### src/rtl/ttt_pkg.sv
// Shared tic-tac-toe definitions: cell codes, winning line index triples and
// the reward class encoding used by the reward generator.
package ttt_pkg;

    localparam logic [1:0] CELL_EMPTY = 2'b00;
    localparam logic [1:0] CELL_X     = 2'b01;
    localparam logic [1:0] CELL_O     = 2'b10;
    localparam logic [1:0] CELL_BAD   = 2'b11;

    localparam int NUM_CELLS = 9;
    localparam int NUM_LINES = 8;

    // Rows, then columns, then the two diagonals; cell 0 is top-left, row-major.
    localparam int LINE_CELLS [NUM_LINES][3] = '{
        '{0, 1, 2}, '{3, 4, 5}, '{6, 7, 8},
        '{0, 3, 6}, '{1, 4, 7}, '{2, 5, 8},
        '{0, 4, 8}, '{2, 4, 6}
    };

    typedef enum logic [2:0] {
        RC_STEP,
        RC_WIN,
        RC_LOSE,
        RC_DRAW,
        RC_INVALID
    } reward_class_e;

endpackage

### src/rtl/ttt_line_detect.sv
// Combinational check for whether any of the eight lines is fully owned by
// the given player code.
module ttt_line_detect
    import ttt_pkg::*;
(
    input  logic [17:0] board,
    input  logic [1:0]  player,
    output logic        line_present
);

    always_comb begin
        line_present = 1'b0;
        for (int l = 0; l < NUM_LINES; l++) begin
            if (board[2*LINE_CELLS[l][0] +: 2] == player &&
                board[2*LINE_CELLS[l][1] +: 2] == player &&
                board[2*LINE_CELLS[l][2] +: 2] == player) begin
                line_present = 1'b1;
            end
        end
    end

endmodule

### src/rtl/reward_gen.sv
// Classifies the board every cycle into invalid/win/lose/draw/step and
// registers the signed reward together with the status flags.
module reward_gen
    import ttt_pkg::*;
#(
    parameter logic signed [7:0] REWARD_WIN     = 8'sd100,
    parameter logic signed [7:0] REWARD_LOSE    = -8'sd100,
    parameter logic signed [7:0] REWARD_DRAW    = 8'sd10,
    parameter logic signed [7:0] REWARD_STEP    = 8'sd0,
    parameter logic signed [7:0] REWARD_INVALID = 8'sh80
) (
    input  logic        clk,
    input  logic        rst_n,
    input  logic [17:0] current_state,
    output logic [7:0]  reward,
    output logic        win,
    output logic        lose,
    output logic        draw,
    output logic        invalid,
    output logic        game_over
);

    logic          x_line;
    logic          o_line;
    logic          full;
    logic          bad_cell;
    reward_class_e rc;
    logic [7:0]    reward_nxt;

    ttt_line_detect u_line_x (
        .board        (current_state),
        .player       (CELL_X),
        .line_present (x_line)
    );

    ttt_line_detect u_line_o (
        .board        (current_state),
        .player       (CELL_O),
        .line_present (o_line)
    );

    always_comb begin
        full     = 1'b1;
        bad_cell = 1'b0;
        for (int c = 0; c < NUM_CELLS; c++) begin
            if (current_state[2*c +: 2] == CELL_EMPTY) full = 1'b0;
            if (current_state[2*c +: 2] == CELL_BAD)   bad_cell = 1'b1;
        end
    end

    // Both players owning a line cannot arise from legal play, so it is
    // folded into the invalid class rather than rewarded either way.
    always_comb begin
        if (bad_cell || (x_line && o_line)) rc = RC_INVALID;
        else if (x_line)                    rc = RC_WIN;
        else if (o_line)                    rc = RC_LOSE;
        else if (full)                      rc = RC_DRAW;
        else                                rc = RC_STEP;
    end

    always_comb begin
        case (rc)
            RC_WIN:     reward_nxt = REWARD_WIN;
            RC_LOSE:    reward_nxt = REWARD_LOSE;
            RC_DRAW:    reward_nxt = REWARD_DRAW;
            RC_INVALID: reward_nxt = REWARD_INVALID;
            default:    reward_nxt = REWARD_STEP;
        endcase
    end

    always_ff @(posedge clk or negedge rst_n) begin
        if (!rst_n) begin
            reward    <= 8'h00;
            win       <= 1'b0;
            lose      <= 1'b0;
            draw      <= 1'b0;
            invalid   <= 1'b0;
            game_over <= 1'b0;
        end else begin
            reward    <= reward_nxt;
            win       <= (rc == RC_WIN);
            lose      <= (rc == RC_LOSE);
            draw      <= (rc == RC_DRAW);
            invalid   <= (rc == RC_INVALID);
            game_over <= (rc != RC_STEP);
        end
    end

endmodule

### config.mk
export PLATFORM = sky130hd
export DESIGN_NAME = reward_gen
export DESIGN_NICKNAME = d
export VERILOG_FILES = /design/src/rtl/ttt_pkg.sv /design/src/rtl/ttt_line_detect.sv /design/src/rtl/reward_gen.sv
export SDC_FILE = /design/constraint.sdc
export NUM_CORES = 1
export LEC_CHECK = 0
export BUFFER_PORTS_ARGS = -buffer_cell sky130_fd_sc_hd__buf_2
export CAP_MARGIN = 25
export CORE_UTILIZATION = 30
export DETAILED_ROUTE_END_ITERATION = 16
export HOLD_SLACK_MARGIN = 0.03
export PLACE_DENSITY = 0.53
export SYNTH_ARGS = -nofsm -noshare
export SYNTH_HDL_FRONTEND = slang
export SYNTH_SLANG_ARGS = --single-unit
### constraint.sdc
create_clock -name clk -period 1.7 [get_ports clk]
set_clock_uncertainty 0.1 [all_clocks]
set_input_delay 0.255 -clock clk [delete_from_list [all_inputs] [get_ports clk]]
set_output_delay 0.255 -clock clk [all_outputs]
set_load 0.005 [all_outputs]
==> metrics.yaml <==
placed_area_um2: 983
synth_top_cell_by_area: "dfrtp_1"
final_area_um2: 1020
overflow: 0
hold_ws_ns: 0.272
path_clk_slew_ns: 0.05
synth_area_um2: 737
clock_path_buffers: 2
htree_num_levels: 1
yosysWarnings: 0
crit_chain: "buf_2 > buf_4 > nor4bb_1 > o21ai_0 > o2111a_1 > buf_4 > nand2_1 > nor2_1"
synth_nets: 92
tritoncts: "built"
finalHoldViolations: 0
drv_cap: 0
syn_to_final_growth_pct: 37.9
cts_made_buffers: 3
synthFlopType: "dfrtp_1"
powerDensity_nw_per_um2: 533
core_area_um2: 2250
crit_type: "in2reg"
die_w_um: 51.6
tns_ns: 0
finalWirelength_um: 1870
period_needed_ns: 1.44
slew_violations: 0
die_height_um: 51.6
die_area_um2: 2660
port_buffers: 31
num_vias: 747
syn_inst: 72
peakVddDrop_uv: 235
antenna_found_initial: 0
via_per_inst: 5.22
layout-drive-gt1-share: 0.461
initial_core_util: 0.327
setup_viol: 0
crit_family: "simple AND/OR/NAND/NOR gates"
fp-row-count: 17
synth.avg_cell_area_um2: 10.2
rsz0062_at_grt: "no"
cts_setup_buffers: 0
path_common_cell: "buf_4"
gp_congestion: 0.848
arrival_ns: 1.48
critPathMaxFanout: 7
setup_slack_ns: 0.264
diodes: 0
synth_edf_count: 0
nets: 137
grt_pass1_wl_um: 2950
cts_num_sinks: 10
grt_start_max_net_pins: 11
post-place-ws_ns: 0.00236
cts_root_buf: "clkbuf_4"
critPathSlowestCell: "nor4bb_1"
status: "finished, final reports clean"
post-dp-hpwl_um: 1580
worst_hold_path_type: "in2async"
firstDrtPassIters: 4
crit_path_start_kind: "input pin"
synth.distinct_cells: 30
synth_seq_cells: 10
worstPathBufferInverterCount: 3
synth.top_cell.area_share: 0.340
postLayoutCoreUtil: 0.451
crit_required_ns: 1.75
drtIter0Drc: 9
synthArstFlopShare: 1.00
route.detailed.drc: 0
max_stage_delay_ns: 0.27
nFillCells: 242
antenna_left: 0
p_leak_nw: 0.470
yosysSeqAreaShare: 0.340
end_kind: "flop"
timing.fmax_mhz: 696
grt_pass1_vias: 709
synth_area_leaders: "dfrtp_1 34%, nor4bb_1 11%, and4bb_2 8.5%"
gr-usage-all-layers: 0.154
ios: 33
period_share: 0.845
wl_per_cell_um: 13.1
[worst paths after layout]
| check | from | endpoint | slack [ns] | cells past startpoint |
|---|---|---|---|---|
| max | current_state[8] | reward[6] | 0.26 | 8 |
| min | rst_n | reward[2] | 0.27 | 2 |
| max in group asynchronous | rst_n | lose | 1.05 | 2 |
| min in group clk | current_state[3] | reward[1] | 0.33 | 3 |
[repair_timing]
| action | CTS | global route |
|---|---|---|
| hold endpoints to repair | 10 | 0 |
| resized for setup | 0 | 0 |
| hold buffers | 1 | 0 |
[stage by stage]
stage / instances / power, mW
after global placement: 139 / 0.397
after detailed placement: 139 / 0.397
final: 143 / 0.542
after CTS: 143 / 0.547
after global routing: 143 / 0.585
after floorplan: 72 / 0.313
[placed cells by master, fill, tap and decap left out, types with 4 or more instances in the layout]
master    Yosys  layout
dfrtp_1      10      10
nor3_1        4       4
nor4bb_1      8       8
buf_2         0      31
buf_4         3      12
nor2_1        4       4
nor2b_1       4       4
and4bb_2      5       5
o21ai_0       4       4
[logic make-up after synthesis]
group           share of synthesized area
flops                               0.340
simple gates                        0.418
xor+xnor                           0.0119
buf+inv                            0.0509
compound gates                      0.175
other cells                       0.00509
[final cells by class]
cell class                 count  area (µm²)  area share
multi-input combinational     57         449       0.442
timing repair buffer          44         255       0.251
tap                           28        35.0      0.0345
sequential                    10         250       0.246
clock buffer                   3        22.5      0.0222
inverter                       1        3.75     0.00369
[where the power goes]
| part | total [mW] | internal, mW | switching [mW] |
|---|---|---|---|
| combinational | 0.150 | 0.0766 | 0.0738 |
| clock | 0.147 | 0.0809 | 0.0662 |
| sequential | 0.244 | 0.243 | 0.00103 |
[Yosys cell counts, types with 2 or more instances]
cell      instances
a22oi_1           2
buf_4             3
nor2_1            4
nor4bb_1          8
o22ai_1           3
and4bb_2          5
and2_1            2
nor3_1            4
dfrtp_1          10
o21ai_0           4
nand3_1           2
nor2b_1           4
and4bb_1          3
nand3b_1          2
[routing by layer]
metal  track usage  share of wire  up-vias
met5             0              0        -
met4        0.0946          0.019        0
met3        0.0263          0.059        4
met2         0.277           0.48       38
met1         0.167           0.44      331
li1              -              -      374
[flip-flops by register name (all words and copies together), names as in the netlist]
| name | flops |
|---|---|
| invalid | 1 |
| draw | 1 |
| game_over | 1 |
| win | 1 |
| reward | 5 |
| lose | 1 |
Note: power is estimated with default switching activity, not from simulation.
